<file path="config.mk">
export PLATFORM = sky130hd
export DESIGN_NAME = ex_stage_flat
export DESIGN_NICKNAME = d
export VERILOG_FILES = /design/src/rtl/ex_pkg.sv /design/src/rtl/ex_if.sv /design/src/rtl/ex_alu.sv /design/src/rtl/ex_stage.sv /design/src/flat_wrapper.sv
export SDC_FILE = /design/constraint.sdc
export NUM_CORES = 1
export LEC_CHECK = 0
export CAP_MARGIN = 15
export CORE_AREA = 2 2 142 144
export DETAILED_ROUTE_END_ITERATION = 10
export DIE_AREA = 0 0 144 146
export GPL_TIMING_DRIVEN = 0
export PLACE_DENSITY = 0.86
export SYNTH_ARGS = -nofsm -noshare
export SYNTH_HDL_FRONTEND = slang
export SYNTH_SLANG_ARGS = --single-unit
</file>
<file path="constraint.sdc">
create_clock -name i_clock -period 0.85 [get_ports i_clock]
set_input_delay 0.17 -clock i_clock [delete_from_list [all_inputs] [get_ports i_clock]]
set_output_delay 0.17 -clock i_clock [all_outputs]
set_load 0.005 [all_outputs]
</file>
<file path="src/rtl/ex_pkg.sv">
// Shared widths, opcode/funct constants and ALU control codes for the EX stage.
package ex_pkg;

  localparam int NB_ALU_OP   = 6;
  localparam int NB_ALU_CTRL = 4;
  localparam int NB_IMM      = 32;
  localparam int NB_PC       = 32;
  localparam int NB_DATA     = 32;
  localparam int NB_REG      = 5;
  localparam int NB_FCODE    = 6;

  localparam logic [NB_ALU_OP-1:0] OP_RTYPE   = 6'b000000;
  localparam logic [NB_ALU_OP-1:0] OP_BEQ     = 6'b000100;
  localparam logic [NB_ALU_OP-1:0] OP_BNE     = 6'b000101;
  localparam logic [NB_ALU_OP-1:0] OP_ADDI    = 6'b001000;
  localparam logic [NB_ALU_OP-1:0] OP_ADDIU   = 6'b001001;
  localparam logic [NB_ALU_OP-1:0] OP_SLTI    = 6'b001010;
  localparam logic [NB_ALU_OP-1:0] OP_SLTIU   = 6'b001011;
  localparam logic [NB_ALU_OP-1:0] OP_ANDI    = 6'b001100;
  localparam logic [NB_ALU_OP-1:0] OP_ORI     = 6'b001101;
  localparam logic [NB_ALU_OP-1:0] OP_XORI    = 6'b001110;
  localparam logic [NB_ALU_OP-1:0] OP_LUI     = 6'b001111;
  localparam logic [NB_ALU_OP-1:0] OP_LOAD_LO = 6'b100000;
  localparam logic [NB_ALU_OP-1:0] OP_LOAD_HI = 6'b100111;
  localparam logic [NB_ALU_OP-1:0] OP_SB      = 6'b101000;
  localparam logic [NB_ALU_OP-1:0] OP_SH      = 6'b101001;
  localparam logic [NB_ALU_OP-1:0] OP_SW      = 6'b101011;

  localparam logic [NB_FCODE-1:0] FN_SLL  = 6'b000000;
  localparam logic [NB_FCODE-1:0] FN_SRL  = 6'b000010;
  localparam logic [NB_FCODE-1:0] FN_SRA  = 6'b000011;
  localparam logic [NB_FCODE-1:0] FN_SLLV = 6'b000100;
  localparam logic [NB_FCODE-1:0] FN_SRLV = 6'b000110;
  localparam logic [NB_FCODE-1:0] FN_SRAV = 6'b000111;
  localparam logic [NB_FCODE-1:0] FN_ADD  = 6'b100000;
  localparam logic [NB_FCODE-1:0] FN_ADDU = 6'b100001;
  localparam logic [NB_FCODE-1:0] FN_SUB  = 6'b100010;
  localparam logic [NB_FCODE-1:0] FN_SUBU = 6'b100011;
  localparam logic [NB_FCODE-1:0] FN_AND  = 6'b100100;
  localparam logic [NB_FCODE-1:0] FN_OR   = 6'b100101;
  localparam logic [NB_FCODE-1:0] FN_XOR  = 6'b100110;
  localparam logic [NB_FCODE-1:0] FN_NOR  = 6'b100111;
  localparam logic [NB_FCODE-1:0] FN_SLT  = 6'b101010;
  localparam logic [NB_FCODE-1:0] FN_SLTU = 6'b101011;

  typedef enum logic [NB_ALU_CTRL-1:0] {
    ALU_ADD  = 4'd0,
    ALU_SUB  = 4'd1,
    ALU_AND  = 4'd2,
    ALU_OR   = 4'd3,
    ALU_XOR  = 4'd4,
    ALU_NOR  = 4'd5,
    ALU_SLT  = 4'd6,
    ALU_SLTU = 4'd7,
    ALU_SLL  = 4'd8,
    ALU_SRL  = 4'd9,
    ALU_SRA  = 4'd10,
    ALU_SLLV = 4'd11,
    ALU_SRLV = 4'd12,
    ALU_SRAV = 4'd13,
    ALU_LUI  = 4'd14,
    ALU_NONE = 4'd15
  } alu_ctrl_e;

endpackage

</file>
<file path="src/rtl/ex_if.sv">
// EX-stage bus: ID/EX inputs and EX/MEM outputs; master = upstream driver, slave = ex_stage.
interface ex_if;
  import ex_pkg::*;

  logic                 i_EX_reg_write;
  logic                 i_EX_mem_to_reg;
  logic                 i_EX_mem_read;
  logic                 i_EX_mem_write;
  logic                 i_EX_branch;
  logic                 i_EX_alu_src;
  logic                 i_EX_reg_dst;
  logic [NB_ALU_OP-1:0] i_EX_alu_op;
  logic [NB_PC-1:0]     i_EX_pc;
  logic [NB_DATA-1:0]   i_EX_data_a;
  logic [NB_DATA-1:0]   i_EX_data_b;
  logic [NB_IMM-1:0]    i_EX_immediate;
  logic [NB_REG-1:0]    i_EX_rt;
  logic [NB_REG-1:0]    i_EX_rd;

  logic                 o_EX_reg_write;
  logic                 o_EX_mem_to_reg;
  logic                 o_EX_mem_read;
  logic                 o_EX_mem_write;
  logic                 o_EX_branch;
  logic [NB_PC-1:0]     o_EX_branch_address;
  logic                 o_EX_zero;
  logic [NB_DATA-1:0]   o_EX_alu_result;
  logic [NB_DATA-1:0]   o_EX_data_a;
  logic [NB_REG-1:0]    o_EX_selected_reg;

  modport master (
    output i_EX_reg_write, i_EX_mem_to_reg, i_EX_mem_read, i_EX_mem_write, i_EX_branch,
           i_EX_alu_src, i_EX_reg_dst, i_EX_alu_op, i_EX_pc, i_EX_data_a, i_EX_data_b,
           i_EX_immediate, i_EX_rt, i_EX_rd,
    input  o_EX_reg_write, o_EX_mem_to_reg, o_EX_mem_read, o_EX_mem_write, o_EX_branch,
           o_EX_branch_address, o_EX_zero, o_EX_alu_result, o_EX_data_a, o_EX_selected_reg
  );

  modport slave (
    input  i_EX_reg_write, i_EX_mem_to_reg, i_EX_mem_read, i_EX_mem_write, i_EX_branch,
           i_EX_alu_src, i_EX_reg_dst, i_EX_alu_op, i_EX_pc, i_EX_data_a, i_EX_data_b,
           i_EX_immediate, i_EX_rt, i_EX_rd,
    output o_EX_reg_write, o_EX_mem_to_reg, o_EX_mem_read, o_EX_mem_write, o_EX_branch,
           o_EX_branch_address, o_EX_zero, o_EX_alu_result, o_EX_data_a, o_EX_selected_reg
  );

endinterface

</file>
<file path="src/rtl/ex_alu.sv">
// Combinational ALU: control code plus operands in, 32-bit result out (wraps mod 2^32).
module ex_alu
  import ex_pkg::*;
(
  input  alu_ctrl_e          ctrl_i,
  input  logic [NB_DATA-1:0] a_i,
  input  logic [NB_DATA-1:0] b_i,
  input  logic [4:0]         shamt_i,
  output logic [NB_DATA-1:0] result_o
);

  // Operation select
  always_comb begin
    result_o = 32'd0;
    case (ctrl_i)
      ALU_ADD:  result_o = a_i + b_i;
      ALU_SUB:  result_o = a_i - b_i;
      ALU_AND:  result_o = a_i & b_i;
      ALU_OR:   result_o = a_i | b_i;
      ALU_XOR:  result_o = a_i ^ b_i;
      ALU_NOR:  result_o = ~(a_i | b_i);
      ALU_SLT:  result_o = {31'd0, ($signed(a_i) < $signed(b_i))};
      ALU_SLTU: result_o = {31'd0, (a_i < b_i)};
      ALU_SLL:  result_o = b_i << shamt_i;
      ALU_SRL:  result_o = b_i >> shamt_i;
      ALU_SRA:  result_o = $signed(b_i) >>> shamt_i;
      ALU_SLLV: result_o = b_i << a_i[4:0];
      ALU_SRLV: result_o = b_i >> a_i[4:0];
      ALU_SRAV: result_o = $signed(b_i) >>> a_i[4:0];
      // lui takes the immediate through operand B and ignores A
      ALU_LUI:  result_o = {b_i[15:0], 16'h0000};
      default:  result_o = 32'd0;
    endcase
  end

endmodule

</file>
<file path="src/rtl/ex_stage.sv">
// Pipelined execute stage: ALU-control decode, operand/destination muxes, branch adder, EX/MEM register.
// Optional build macro EX_SHIFT_EN enables the six R-type shift functs (otherwise they decode as unknown).
module ex_stage
  import ex_pkg::*;
(
  input  logic i_clock,
  input  logic i_reset_n,
  ex_if.slave  bus
);

  alu_ctrl_e          ctrl_s;
  logic [NB_DATA-1:0] op_b_s;
  logic [NB_DATA-1:0] result_s;
  logic [NB_FCODE-1:0] funct_s;

  logic [4:0]         flags_d, flags_q;
  logic [NB_PC-1:0]   branch_addr_d, branch_addr_q;
  logic               zero_d, zero_q;
  logic [NB_DATA-1:0] result_d, result_q;
  logic [NB_DATA-1:0] data_a_d, data_a_q;
  logic [NB_REG-1:0]  sel_reg_d, sel_reg_q;

  assign funct_s = bus.i_EX_immediate[5:0];

  // Opcode/funct to ALU-control decode
  always_comb begin
    ctrl_s = ALU_NONE;
    case (bus.i_EX_alu_op) inside
      OP_RTYPE: begin
        case (funct_s)
          FN_ADD, FN_ADDU: ctrl_s = ALU_ADD;
          FN_SUB, FN_SUBU: ctrl_s = ALU_SUB;
          FN_AND:          ctrl_s = ALU_AND;
          FN_OR:           ctrl_s = ALU_OR;
          FN_XOR:          ctrl_s = ALU_XOR;
          FN_NOR:          ctrl_s = ALU_NOR;
          FN_SLT:          ctrl_s = ALU_SLT;
          FN_SLTU:         ctrl_s = ALU_SLTU;
`ifdef EX_SHIFT_EN
          FN_SLL:          ctrl_s = ALU_SLL;
          FN_SRL:          ctrl_s = ALU_SRL;
          FN_SRA:          ctrl_s = ALU_SRA;
          FN_SLLV:         ctrl_s = ALU_SLLV;
          FN_SRLV:         ctrl_s = ALU_SRLV;
          FN_SRAV:         ctrl_s = ALU_SRAV;
`endif
          default:         ctrl_s = ALU_NONE;
        endcase
      end
      [OP_LOAD_LO:OP_LOAD_HI], OP_SB, OP_SH, OP_SW,
      OP_ADDI, OP_ADDIU: ctrl_s = ALU_ADD;
      OP_ANDI:           ctrl_s = ALU_AND;
      OP_ORI:            ctrl_s = ALU_OR;
      OP_XORI:           ctrl_s = ALU_XOR;
      OP_SLTI:           ctrl_s = ALU_SLT;
      OP_SLTIU:          ctrl_s = ALU_SLTU;
      OP_LUI:            ctrl_s = ALU_LUI;
      OP_BEQ, OP_BNE:    ctrl_s = ALU_SUB;
      default:           ctrl_s = ALU_NONE;
    endcase
  end

  assign op_b_s = bus.i_EX_alu_src ? bus.i_EX_immediate : bus.i_EX_data_b;

  ex_alu u_alu (
    .ctrl_i   (ctrl_s),
    .a_i      (bus.i_EX_data_a),
    .b_i      (op_b_s),
    .shamt_i  (bus.i_EX_immediate[10:6]),
    .result_o (result_s)
  );

  // Next-state values for the EX/MEM register
  always_comb begin
    flags_d       = {bus.i_EX_reg_write, bus.i_EX_mem_to_reg, bus.i_EX_mem_read,
                     bus.i_EX_mem_write, bus.i_EX_branch};
    branch_addr_d = bus.i_EX_pc + {bus.i_EX_immediate[29:0], 2'b00};
    result_d      = result_s;
    zero_d        = (result_s == 32'd0);
    data_a_d      = bus.i_EX_data_a;
    if (bus.i_EX_reg_dst) begin
      sel_reg_d = bus.i_EX_rd;
    end else begin
      sel_reg_d = bus.i_EX_rt;
    end
  end

  // EX/MEM pipeline register, cleared asynchronously by reset
  always_ff @(posedge i_clock or negedge i_reset_n) begin
    if (!i_reset_n) begin
      flags_q       <= 5'd0;
      branch_addr_q <= 32'd0;
      zero_q        <= 1'b0;
      result_q      <= 32'd0;
      data_a_q      <= 32'd0;
      sel_reg_q     <= 5'd0;
    end else begin
      flags_q       <= flags_d;
      branch_addr_q <= branch_addr_d;
      zero_q        <= zero_d;
      result_q      <= result_d;
      data_a_q      <= data_a_d;
      sel_reg_q     <= sel_reg_d;
    end
  end

  assign bus.o_EX_reg_write      = flags_q[4];
  assign bus.o_EX_mem_to_reg     = flags_q[3];
  assign bus.o_EX_mem_read       = flags_q[2];
  assign bus.o_EX_mem_write      = flags_q[1];
  assign bus.o_EX_branch         = flags_q[0];
  assign bus.o_EX_branch_address = branch_addr_q;
  assign bus.o_EX_zero           = zero_q;
  assign bus.o_EX_alu_result     = result_q;
  assign bus.o_EX_data_a         = data_a_q;
  assign bus.o_EX_selected_reg   = sel_reg_q;

endmodule

</file>
<file path="src/flat_wrapper.sv">
// flat-port wrapper written by rule: the top's interface ports become plain ports
module ex_stage_flat import ex_pkg::*;
  (i_clock, i_reset_n, bus_i_EX_reg_write, bus_i_EX_mem_to_reg, bus_i_EX_mem_read, bus_i_EX_mem_write, bus_i_EX_branch, bus_i_EX_alu_src, bus_i_EX_reg_dst, bus_i_EX_alu_op, bus_i_EX_pc, bus_i_EX_data_a, bus_i_EX_data_b, bus_i_EX_immediate, bus_i_EX_rt, bus_i_EX_rd, bus_o_EX_reg_write, bus_o_EX_mem_to_reg, bus_o_EX_mem_read, bus_o_EX_mem_write, bus_o_EX_branch, bus_o_EX_branch_address, bus_o_EX_zero, bus_o_EX_alu_result, bus_o_EX_data_a, bus_o_EX_selected_reg);
  ex_if bus_i ();
  input  logic i_clock;
  input  logic i_reset_n;
  input wire logic [$bits(bus_i.i_EX_reg_write)-1:0] bus_i_EX_reg_write;
  input wire logic [$bits(bus_i.i_EX_mem_to_reg)-1:0] bus_i_EX_mem_to_reg;
  input wire logic [$bits(bus_i.i_EX_mem_read)-1:0] bus_i_EX_mem_read;
  input wire logic [$bits(bus_i.i_EX_mem_write)-1:0] bus_i_EX_mem_write;
  input wire logic [$bits(bus_i.i_EX_branch)-1:0] bus_i_EX_branch;
  input wire logic [$bits(bus_i.i_EX_alu_src)-1:0] bus_i_EX_alu_src;
  input wire logic [$bits(bus_i.i_EX_reg_dst)-1:0] bus_i_EX_reg_dst;
  input wire logic [$bits(bus_i.i_EX_alu_op)-1:0] bus_i_EX_alu_op;
  input wire logic [$bits(bus_i.i_EX_pc)-1:0] bus_i_EX_pc;
  input wire logic [$bits(bus_i.i_EX_data_a)-1:0] bus_i_EX_data_a;
  input wire logic [$bits(bus_i.i_EX_data_b)-1:0] bus_i_EX_data_b;
  input wire logic [$bits(bus_i.i_EX_immediate)-1:0] bus_i_EX_immediate;
  input wire logic [$bits(bus_i.i_EX_rt)-1:0] bus_i_EX_rt;
  input wire logic [$bits(bus_i.i_EX_rd)-1:0] bus_i_EX_rd;
  output wire logic [$bits(bus_i.o_EX_reg_write)-1:0] bus_o_EX_reg_write;
  output wire logic [$bits(bus_i.o_EX_mem_to_reg)-1:0] bus_o_EX_mem_to_reg;
  output wire logic [$bits(bus_i.o_EX_mem_read)-1:0] bus_o_EX_mem_read;
  output wire logic [$bits(bus_i.o_EX_mem_write)-1:0] bus_o_EX_mem_write;
  output wire logic [$bits(bus_i.o_EX_branch)-1:0] bus_o_EX_branch;
  output wire logic [$bits(bus_i.o_EX_branch_address)-1:0] bus_o_EX_branch_address;
  output wire logic [$bits(bus_i.o_EX_zero)-1:0] bus_o_EX_zero;
  output wire logic [$bits(bus_i.o_EX_alu_result)-1:0] bus_o_EX_alu_result;
  output wire logic [$bits(bus_i.o_EX_data_a)-1:0] bus_o_EX_data_a;
  output wire logic [$bits(bus_i.o_EX_selected_reg)-1:0] bus_o_EX_selected_reg;
  assign bus_i.i_EX_reg_write = bus_i_EX_reg_write;
  assign bus_i.i_EX_mem_to_reg = bus_i_EX_mem_to_reg;
  assign bus_i.i_EX_mem_read = bus_i_EX_mem_read;
  assign bus_i.i_EX_mem_write = bus_i_EX_mem_write;
  assign bus_i.i_EX_branch = bus_i_EX_branch;
  assign bus_i.i_EX_alu_src = bus_i_EX_alu_src;
  assign bus_i.i_EX_reg_dst = bus_i_EX_reg_dst;
  assign bus_i.i_EX_alu_op = bus_i_EX_alu_op;
  assign bus_i.i_EX_pc = bus_i_EX_pc;
  assign bus_i.i_EX_data_a = bus_i_EX_data_a;
  assign bus_i.i_EX_data_b = bus_i_EX_data_b;
  assign bus_i.i_EX_immediate = bus_i_EX_immediate;
  assign bus_i.i_EX_rt = bus_i_EX_rt;
  assign bus_i.i_EX_rd = bus_i_EX_rd;
  assign bus_o_EX_reg_write = bus_i.o_EX_reg_write;
  assign bus_o_EX_mem_to_reg = bus_i.o_EX_mem_to_reg;
  assign bus_o_EX_mem_read = bus_i.o_EX_mem_read;
  assign bus_o_EX_mem_write = bus_i.o_EX_mem_write;
  assign bus_o_EX_branch = bus_i.o_EX_branch;
  assign bus_o_EX_branch_address = bus_i.o_EX_branch_address;
  assign bus_o_EX_zero = bus_i.o_EX_zero;
  assign bus_o_EX_alu_result = bus_i.o_EX_alu_result;
  assign bus_o_EX_data_a = bus_i.o_EX_data_a;
  assign bus_o_EX_selected_reg = bus_i.o_EX_selected_reg;
  ex_stage u_core (.i_clock(i_clock), .i_reset_n(i_reset_n), .bus(bus_i));
endmodule
</file>
==> results by group, run 1 <==
Logic synthesis
  – Main area contributors after synthesis: dfrtp_1 (26%), ha_1 (15%), a21oi_1 (4.4%)
  – Post-synth top area share: 25.5%
  – Post-synth EDFFs: 0
  – Post-synth top flop: dfrtp_1
  – Synthesis warning total: 0
  – Post-synth top area cell: dfrtp_1
  – Fraction of registers with async set/reset: 100%
  – Syn Nets: 1569
  – Mapped Area: between 0.01 and 0.015 mm2
  – Most frequent cell after synthesis: ha_1
  – Yosys cell types: 83
  – Post-synth top cells: ha_1 (127), inv_1 (109), dfrtp_1 (107), nor2_1 (106), a21oi_1 (93)
  – Register area share after synthesis: 25.5%
  – Synth Register Bits: 107
  – Avg Cell Area, Syn: 8.16 um2
  – Gate Count Post-Synth: 1286

Status
  – Status: aborted with a tool error
  – Error: [ERROR GRT-0232] Routing congestion too high. Check the congestion heatmap in the GUI.
  – Fail Step: global routing

CTS
  – Max Buffers Root-to-Sink: 2
  – CTS root buffer: clkbuf_16
  – H-tree depth: 3
  – TritonCTS Sinks: 107
  – CTS Buf Count: 9

Global route
  – Overall Global Routing Usage: 74.5%
  – Largest net degree at the start of global routing: 60
  – Global route overflow: 40

Placed design
  – GPL Wtd Cong: 1.01
  – PortBufs: about 260
  – DP Area: 0.0139 mm2
  – Placed insts: 1808
  – DPL Wire Length: between 30000 and 40000 um

Floorplanning
  – Die height: 146 um
  – Row count: 51
  – IO Pins: 260
  – Starting Density: 54.3%
  – Die width: approximately 140 um

Timing
  – WEP type: register data pin
  – Worst endpoint after global-route timing repair: u_core.bus.o_EX_zero$_DFF_PN0_/D
[cell families after synthesis]
family / synth area share, %
simple gates: 18.3
flops: 25.5
compound gates: 27.1
fa+ha+maj: 15.7
xor+xnor: 2.75
buf+inv: 6.30
mux: 4.32
[stage by stage]
| stage | hold WS (ns) | utilization [%] | worst slack [ns] |
|---|---|---|---|
| 2_1_floorplan | -0.126 | - | -3.26 |
| 3_5_place_dp | 0.244 | 71.9 | -4.88 |
| 3_3_place_gp | 0.616 | 71.7 | -4.90 |
| 4_1_cts | -0.154 | 85.8 | -3.51 |
[routing by layer]
layer  track usage, %  overflow
met5             28.0         0
met4             71.2        26
met3             59.3         1
met2             89.7        13
met1             76.1         0
[what timing repair did]
item | in CTS
hold endpoints to repair | 48
pin swaps | 122
cloned | 1
setup buffers | 157
gates resized for setup | 930
endpoints found under the setup margin | 174
==> run 2, diff against run 1 <==
CORE_AREA = 2 2 165 167   (was 2 2 142 144)
DIE_AREA = 0 0 167 169   (was 0 0 144 146)
PLACE_DENSITY = unset   (was 0.86)
PLACE_DENSITY_LB_ADDON = 0.15   (was unset)
==> run 2 against run 1 <==
Synthesized cell count did not move. Area after synthesis did not move. The flow now finishes, with violations (hold timing, setup timing).
==> results by group, run 2 <==
Logic synthesis
  – Post-synth EDFFs: 0
  – Gate Count Post-Synth: 1286
  – Yosys cell types: 83
  – Post-synth top cells: ha_1 (127), inv_1 (109), dfrtp_1 (107), nor2_1 (106), a21oi_1 (93)
  – Synth Register Bits: 107
  – Register area share after synthesis: 25.5%
  – Fraction of registers with async set/reset: between 90% and 100%
  – Post-synth top flop: dfrtp_1
  – Mapped Area: 0.0105 mm2
  – Post-synth top area share: 25.5%
  – Most frequent cell after synthesis: ha_1
  – Avg Cell Area, Syn: 8.16 um2
  – Syn Nets: 1569
  – Main area contributors after synthesis: dfrtp_1 (26%), ha_1 (15%), a21oi_1 (4.4%)
  – Synthesis warning total: 0
  – Post-synth top area cell: dfrtp_1

CTS
  – CTS Buf Count: 9
  – CTS tree: yes
  – CTS root buffer: clkbuf_16
  – H-tree depth: 3
  – Worst-path clk slew: 0.09 ns
  – Max Buffers Root-to-Sink: 2
  – TritonCTS Sinks: between 100 and 150

Layout
  – Most common cell after layout, fill and taps aside: buf_4
  – Layout cells sized above 1: around two fifths
  – Commonest cells after routing, fill and taps aside: buf_4 (123), clkbuf_2 (110), dfrtp_1 (107)
  – Layout Utilization: 66.8%
  – Layout area overhead: 68.6%
  – Final net count: 2012
  – # diodes: 0

Detailed routing
  – Routed len/inst: 23.0 um
  – Post-route DRC: 0
  – Routed vias/inst: 6.08
  – Routed WL: about 48000 um
  – Initial DRC count: around 1100
  – Vias: 12600
  – Final ANT Viol Nets: 0
  – Drt first pass iters: 9

Hold path
  – Worst hold path class: in2async

Global route
  – Initial antenna violation count: 1
  – Largest net degree at the start of global routing: 59
  – Overall Global Routing Usage: 30.7%
  – First-pass GRT wire length: just under 70000 um
  – Global route overflow: 0
  – Vias in the first global route: approximately 12000

Timing
  – Minimum clock period: 4.39 ns
  – Final setup fails: between 150 and 200
  – Fin. Hold Viols: 49
  – Worst-Margin Slew: 0.711 ns
  – Final WS setup: -3.54 ns
  – Final hold slack: -0.180 ns
  – F_max: roughly 0.23 GHz
  – Final Cycle Share: 516%
  – Max-slew violation count: 0
  – Max-slew headroom: 52.6%
  – RSZ-0062 raised after global routing: yes

Critical path
  – Kind of end point of the critical path: flip-flop
  – Crit path cell chain: clkbuf_16 -> mux2i_4 -> inv_2 -> ha_4 -> fa_2 -> a211oi_4 -> o21bai_1 -> a21o_1 -> o21ai_2 -> and2_4 -> o221ai_4 -> a211o_1 -> or4_4 -> or4_4 -> or4_4 -> nand4b_1 -> nor3_2
  – Origin of the worst setup path: bus_i_EX_alu_src
  – CP top delay family: simple AND/OR/NAND/NOR gates
  – Instance count on the critical path: 17
  – Crit path DAT: between 4 and 5 ns
  – Buf/Inv on CP: 2
  – Kind of critical path: in2reg
  – CP max-delay cell: or4_4
  – Critical path's largest stage delay: 0.55 ns
  – Most used cell, CP: or4_4
  – Critical path peak fanout: 6
  – Startpoint types: primary input
  – CP endpoint: u_core.bus.o_EX_zero$_DFF_PN0_
  – Req. time, crit path: around 1.2 ns

Run
  – Max Cap Viol: 0

Floorplanning
  – Starting Density: 39.6%
  – Die width: 167 um
  – Row count: 60
  – Die height: roughly 170 um
  – Core area: 0.0265 mm2
  – Total die area: 0.0282 mm2
  – IO Pins: 260

Status
  – Failing checks: hold timing, setup timing
  – Status: finished, violations left

Placed design
  – PortBufs: 255
  – GPL Wtd Cong: 0.982
  – DPL Wire Length: 32000 um
  – Worst slack, placed: -5.04 ns

Pwr
  – Cell Pwr Density: 1320 mW/mm2
  – Leakage: 7.86 nW
  – Maximum vdd drop: roughly 0.85 mV
==> run 2: logic make-up after synthesis <==
logic type / count (synthesis) / share of synthesized area, %
DFF: 107 / 25.5
buffers and inverters: 172 / 6.30
AOI/OAI and AO/OA: 412 / 27.1
xor gates and xnor gates: 33 / 2.75
adders and majority gates: 130 / 15.7
and+or+nand+nor: 388 / 18.3
muxes: 44 / 4.32
==> run 2: metrics by stage <==
step                area (um2)  total power, mW  std cells  TNS (ns)  hold slack [ns]
finish                   17700             23.4       2075   -115.11           -0.180
global route             17700             24.4       2075   -122.02           -0.121
floorplan                11000             11.0       1286    -92.05           -0.126
detailed placement       14000             14.9       1884   -190.72            0.248
global placement         14000             14.9       1882   -671.37            0.614
CTS                      16700             22.1       1998   -142.64           -0.150
==> run 2: worst min path at each step <==
stage                               from                                     endpoint  slack (ns)
after global routing           i_reset_n      u_core.bus.o_EX_alu_result[2]$_DFF_PN0_       -0.12
after detailed placement       i_reset_n      u_core.bus.o_EX_alu_result[2]$_DFF_PN0_        0.25
after floorplan                i_reset_n      u_core.bus.o_EX_alu_result[0]$_DFF_PN0_       -0.13
after global placement    bus_i_EX_pc[0]  u_core.bus.o_EX_branch_address[0]$_DFF_PN0_        0.61
final                          i_reset_n      u_core.bus.o_EX_alu_result[2]$_DFF_PN0_       -0.18
after CTS                      i_reset_n      u_core.bus.o_EX_alu_result[2]$_DFF_PN0_       -0.15
==> run 2: per-layer routing <==
layer / GRT usage, % / routed length (um) / vias to the layer above / part of all wire (%)
met2: 49.6 / 21800 / 711 / 46
met3: 6.17 / 4130 / 183 / 8.6
li1: - / - / 5603 / -
met1: 40.5 / 19500 / 6120 / 41
met4: 12.3 / 2300 / 2 / 4.8
met5: 0 / 13 / - / 0.027
==> run 2: cell type report <==
cell class / count / area [um2]
Tap cell: 341 / 427
Clock inverter: 7 / 93.8
Fill cell: 2094 / 8800
Buffer: 49 / 542
Sequential cell: 107 / 2680
Multi-Input combinational cell: 1008 / 9560
Inverter: 109 / 424
Clock buffer: 9 / 225
Timing Repair Buffer: 445 / 3750
==> run 2: timing repair <==
action / 4_1_cts / 5_1_grt
setup endpoints to repair: 170 / 171
endpoints found under the hold margin: 49 / 49
pin swaps: 99 / 119
gates resized for setup: 501 / 444
buffers inserted: 113 / 86
cloned: 2 / 0
==> run 2: power by group <==
group,switching [mW],internal (mW)
logic,6.63,6.13
clock network,2.41,2.38
registers,0.165,5.71
(Power assumes the default switching activity.)
==> run 3, diff against run 2 <==
SLEW_MARGIN = 20   (was unset)
==> run 3 against run 2 <==
The flow still finishes with violations (hold timing, setup timing). Global-route usage grew 0.91 points. Sequential share of layout area shrank 0.13 points. Worst hold slack lost 0.10 ns. First-iteration DRC count grew 8.5%. Non-clock buffer count grew 13. Critical path depth grew 1. Highest routed layer is now met4. Via count shrank 0.37%. Combinational power is essentially flat.
==> results by group, run 3 (synthesized netlist as in run 2, its figures left out) <==
Status
  – Status: finished, violations left
  – Failing checks: hold timing, setup timing

Layout
  – Most common cell after layout, fill and taps aside: buf_4
  – Layout area overhead: 70.1%
  – Layout cells sized above 1: 42.8%
  – Commonest cells after routing, fill and taps aside: buf_4 (148), buf_2 (118), dfrtp_1 (107)
  – # diodes: 0
  – Final net count: 2024

Floorplanning
  – Die width: 167 um
  – Core area: around 0.027 mm2
  – Die height: approximately 170 um
  – Starting Density: 39.6%
  – Total die area: 0.0282 mm2
  – IO Pins: 260
  – Row count: 60

Critical path
  – Buf/Inv on CP: 3
  – Most used cell, CP: or4_4
  – CP max-delay cell: or4_4
  – Critical path's largest stage delay: 0.54 ns
  – Critical path peak fanout: 6
  – Kind of critical path: in2reg
  – Startpoint types: primary input
  – Crit path cell chain: clkbuf_16 -> mux2i_4 -> inv_2 -> ha_4 -> inv_2 -> fa_2 -> nor2b_4 -> o21ai_4 -> nand3_2 -> or3_4 -> nand4_1 -> o221ai_4 -> a211o_1 -> or4_4 -> or4_4 -> or4_4 -> nand4b_1 -> nor3_2
  – Kind of end point of the critical path: flip-flop
  – CP top delay family: simple AND/OR/NAND/NOR gates
  – Req. time, crit path: around 1.2 ns
  – Crit path DAT: 4.74 ns

Detailed routing
  – Routed WL: 47600 um
  – Initial DRC count: 1204
  – Final ANT Viol Nets: 0
  – Drt first pass iters: 6
  – Vias: 12600
  – Routed len/inst: around 23 um
  – Routed vias/inst: between 6 and 7
  – Post-route DRC: 0

CTS
  – CTS root buffer: clkbuf_16
  – H-tree depth: 3
  – CTS Buf Count: 9
  – TritonCTS Sinks: 107
  – Worst-path clk slew: 0.09 ns
  – CTS tree: yes
  – Max Buffers Root-to-Sink: 2

Placed design
  – PortBufs: 255
  – GPL Wtd Cong: 0.982
  – DPL Wire Length: 32000 um

Timing
  – Worst-Margin Slew: 0.809 ns
  – RSZ-0062 raised after global routing: yes
  – Final hold slack: -0.284 ns
  – F_max: 0.225 GHz
  – Max-slew headroom: 45.8%
  – Minimum clock period: 4.44 ns
  – Final Cycle Share: 522%
  – Final setup fails: 167
  – Max-slew violation count: 0
  – Setup TNS: -116.02 ns
  – Final WS setup: -3.59 ns
  – Fin. Hold Viols: 47

Pwr
  – Leakage: 7.80 nW
  – Maximum vdd drop: 0.846 mV
  – Cell Pwr Density: ~1300 mW/mm2

Global route
  – Largest net degree at the start of global routing: 61
  – Global route overflow: 0
  – First-pass GRT wire length: 70400 um
  – Initial antenna violation count: 1
  – Vias in the first global route: approximately 13000
  – Overall Global Routing Usage: 31.7%

Run
  – Max Cap Viol: 0

Hold path
  – Worst hold path class: in2async
-- run 3: timing repair --
action	4_1_cts	5_1_grt
setup endpoints to repair	170	167
cloned	4	1
pin swaps	143	125
buffers inserted	155	63
endpoints found under the hold margin	47	47
gates resized for setup	966	149
-- run 3: stage by stage --
stage | util [%] | std cells | cell area [um2] | setup WS [ns] | total power [mW]
final | 67.4 | 2087 | 17900 | -3.59 | 23.4
after CTS | 63.4 | 2043 | 16800 | -3.45 | 22.0
after global routing | 67.4 | 2087 | 17900 | -3.60 | 24.5
after floorplan | - | 1286 | 11000 | -3.26 | 11.0
after detailed placement | 52.9 | 1884 | 14000 | -5.03 | 15.0
after global placement | 52.7 | 1882 | 14000 | -5.09 | 14.9
-- run 3: power breakdown --
group          switching [mW]  internal [mW]  total, mW  leakage [nW]
combinational            6.68           6.12       12.8          6.36
clock                    2.41           2.38       4.79         0.153
sequential              0.143           5.71       5.85          1.28
-- run 3: worst max-delay path by stage --
| stage | start | slack [ns] | end | depth (start not counted) |
|---|---|---|---|---|
| after detailed placement | bus_i_EX_immediate[1] | -5.03 | u_core.bus.o_EX_zero$_DFF_PN0_ | 16 |
| after global placement | bus_i_EX_immediate[1] | -5.09 | u_core.bus.o_EX_zero$_DFF_PN0_ | 15 |
| final | bus_i_EX_alu_src | -3.59 | u_core.bus.o_EX_zero$_DFF_PN0_ | 18 |
| after CTS | bus_i_EX_alu_src | -3.45 | u_core.bus.o_EX_zero$_DFF_PN0_ | 18 |
| after floorplan | bus_i_EX_alu_src | -3.26 | u_core.bus.o_EX_zero$_DFF_PN0_ | 17 |
| after global routing | bus_i_EX_alu_src | -3.60 | u_core.bus.o_EX_zero$_DFF_PN0_ | 18 |
-- run 3: cell type report --
class / count / area [um2]
Buffer: 47 / 499
Clock buffer: 9 / 225
Clock inverter: 7 / 93.8
Fill cell: 2090 / 8650
Inverter: 109 / 430
Multi-Input combinational cell: 1007 / 9670
Sequential cell: 107 / 2680
Tap cell: 341 / 427
Timing Repair Buffer: 460 / 3830
-- run 3: per-layer routing --
| metal | global-route usage [%] | vias up | part of all wire, % |
|---|---|---|---|
| li1 | - | 5613 | - |
| met1 | 42.2 | 6059 | 41 |
| met2 | 50.7 | 722 | 45 |
| met3 | 5.70 | 178 | 8.8 |
| met4 | 13.3 | 0 | 4.7 |
| met5 | 0 | - | 0 |
==> edit (settings of run 2) <==
The package constant `NB_PC` goes from 32 to 48.
--- a/src/rtl/ex_pkg.sv
+++ b/src/rtl/ex_pkg.sv
@@ -4,7 +4,7 @@
   localparam int NB_ALU_OP   = 6;
   localparam int NB_ALU_CTRL = 4;
   localparam int NB_IMM      = 32;
-  localparam int NB_PC       = 32;
+  localparam int NB_PC       = 48;
   localparam int NB_DATA     = 32;
   localparam int NB_REG      = 5;
   localparam int NB_FCODE    = 6;
Ports: changed (resized bus_i_EX_pc and bus_o_EX_branch_address); port bits go from 260 to 292. No check against the original RTL was run, so the function may have changed too.
==> edit against run 2 <==
The flow still finishes with violations (hold timing, setup timing). Die area unchanged. Sequential cell count up 16. Wire length up 1.2%. Non-clock buffer count up 42. Synthesized area up 4.9%. Count of clock-buffer cells in the layout up 8. Worst setup slack better by 0.21 ns. Final area up 8.9%. Total power up 19%. Largest power group unchanged.
==> edit: results (changes against run 2) <==
| Metric | Value |
|---|---|
| Outcome | complete, but fails checks |
| Failing checks | hold timing, setup timing |
| GPL Wtd Cong | 0.989 (+0.72%) |
| Global Route Usage Sum | 32.5% (+1.8 points) |
| IR drop worst, VDD | 1.27 mV (+49%) |
| GRT met3 Usage | 7.90% (+1.7 points) |
| Power of the combinational group | 0.0137 W (+7%) |
| First-pass GRT wire length | 71300 µm (+4.8%) |
| Seq group | 0.00674 W (+15%) |
| Synth area leaders | dfrtp_1, ha_1, a21oi_1 |
| IO buf count | 286 (+12%) |
| Sequential fraction of the synthesis area | 28.0% (+2.4 points) |
| Highest metal used | met4 |
| Setup TNS | -174.15 ns (-59.04 ns) |
| Signal buf overhead | 26.9% (+2.6 points) |
| Area of the multi-input gates | 0.00959 mm² (+0.41%) |
| Smallest hold slack | -0.370 ns (-0.189 ns) |
| DR WL met3 | 4980 µm (+21%) |
| Initial DRC Count | 1240 (+12%) |
| Vias in the first global route | 12500 (+2.4%) |
| Reg clk slew, reported paths | 0.07 ns (-0.02 ns) |
| Share of layout cells above drive strength 1 | 37.7% (-3.9 points) |
| Place WS | -4.60 ns (+0.447 ns) |
| Vias | 12700 (+0.86%) |
| Met2 Resource Use GR | 52.8% (+3.2 points) |
| #MultiIn Comb | 992 (-1.6%) |
| Drt pass-1 iters | 6 (-3) |
| Met1 Usage GRT | 41.0% (+0.47 points) |
| Clock network area share | 2.98% (+1.2 points) |
| Critical Path AT | 4.52 ns (-0.17 ns) |
| Inverters, non-clock | 104 (-4.6%) |
| Final setup viols | 198 (+19%) |
| WL met2 | 22100 µm (+1.1%) |
| Slew HR | 42.9% (-9.7 points) |
| Non-clk bufs | 536 (+8.5%) |
| Syn_nets | 1581 (+0.76%) |
| Endpoints failing hold | 40 (-18%) |
| Setup ws final | -3.32 ns (+0.213 ns) |
| Synth unique cells | 80 (-3.6%) |
| M1 WL | 19000 µm (-2.8%) |
| H-Tree Depth | 4 (+1) |
| Initial antenna violation count | 0 (-1) |
[edit: changes by cell type after synthesis, moves of 6 or more]
| cell | delta |
|---|---|
| o21ai_0 | -15 |
| a221oi_1 | +6 |
| nor3_1 | -16 |
| a211oi_1 | +17 |
| o22ai_1 | +6 |
| a2111oi_0 | +6 |
| nor2_1 | -10 |
| a311oi_1 | +6 |
| nand2_1 | -30 |
| dfrtp_1 | +16 |
| xor2_1 | +13 |
| xnor2_1 | +14 |
| o211ai_1 | +6 |
[edit: what timing repair did]
action                                  4_1_cts  5_1_grt
pin swaps                                   125       99
buffers inserted                            132       64
gates cloned                                  3        0
hold endpoints to repair                     40       41
hold buffers                                  1        2
endpoints found under the setup margin      201      198
gates resized for setup                     471      226
[edit: worst max-delay path, cell delays in order]
cell and delay [ns]:
clkbuf_16 0.14, clkbuf_16 0.17, mux2_4 0.34, ha_4 0.18
fa_2 0.35, a21o_1 0.23, nand3_4 0.10, buf_6 0.11
a211o_1 0.15, a21oi_2 0.07, or2_4 0.23, a221o_1 0.39
a2bb2oi_4 0.16, or4bb_4 0.50, or4_4 0.57, nor4_4 0.26
nand4b_1 0.16, nor4_2 0.23
[edit: stage by stage]
step	utilization [%]	hold WS (ns)	area (µm²)	std cells
5_1_grt	72.7	-0.325	19300	2128
3_3_place_gp	56.9	0.615	15100	1908
4_1_cts	69.1	-0.348	18300	2069
3_5_place_dp	57.0	0.116	15100	1911
2_1_floorplan	-	-0.126	11800	1281
6_report	72.7	-0.370	19300	2128
[edit: kinds of logic (layout without fill, tap and decap cells)]
family          after synthesis  count (layout)  share of synthesized area [%]
flops                       123             123                           28.0
xor+xnor                     60              60                           4.77
compound gates              404             404                           25.3
mux                          48              48                           4.51
buf+inv                     166             672                           5.99
simple gates                349             349                           16.4
fa+ha+maj                   131             131                           15.1
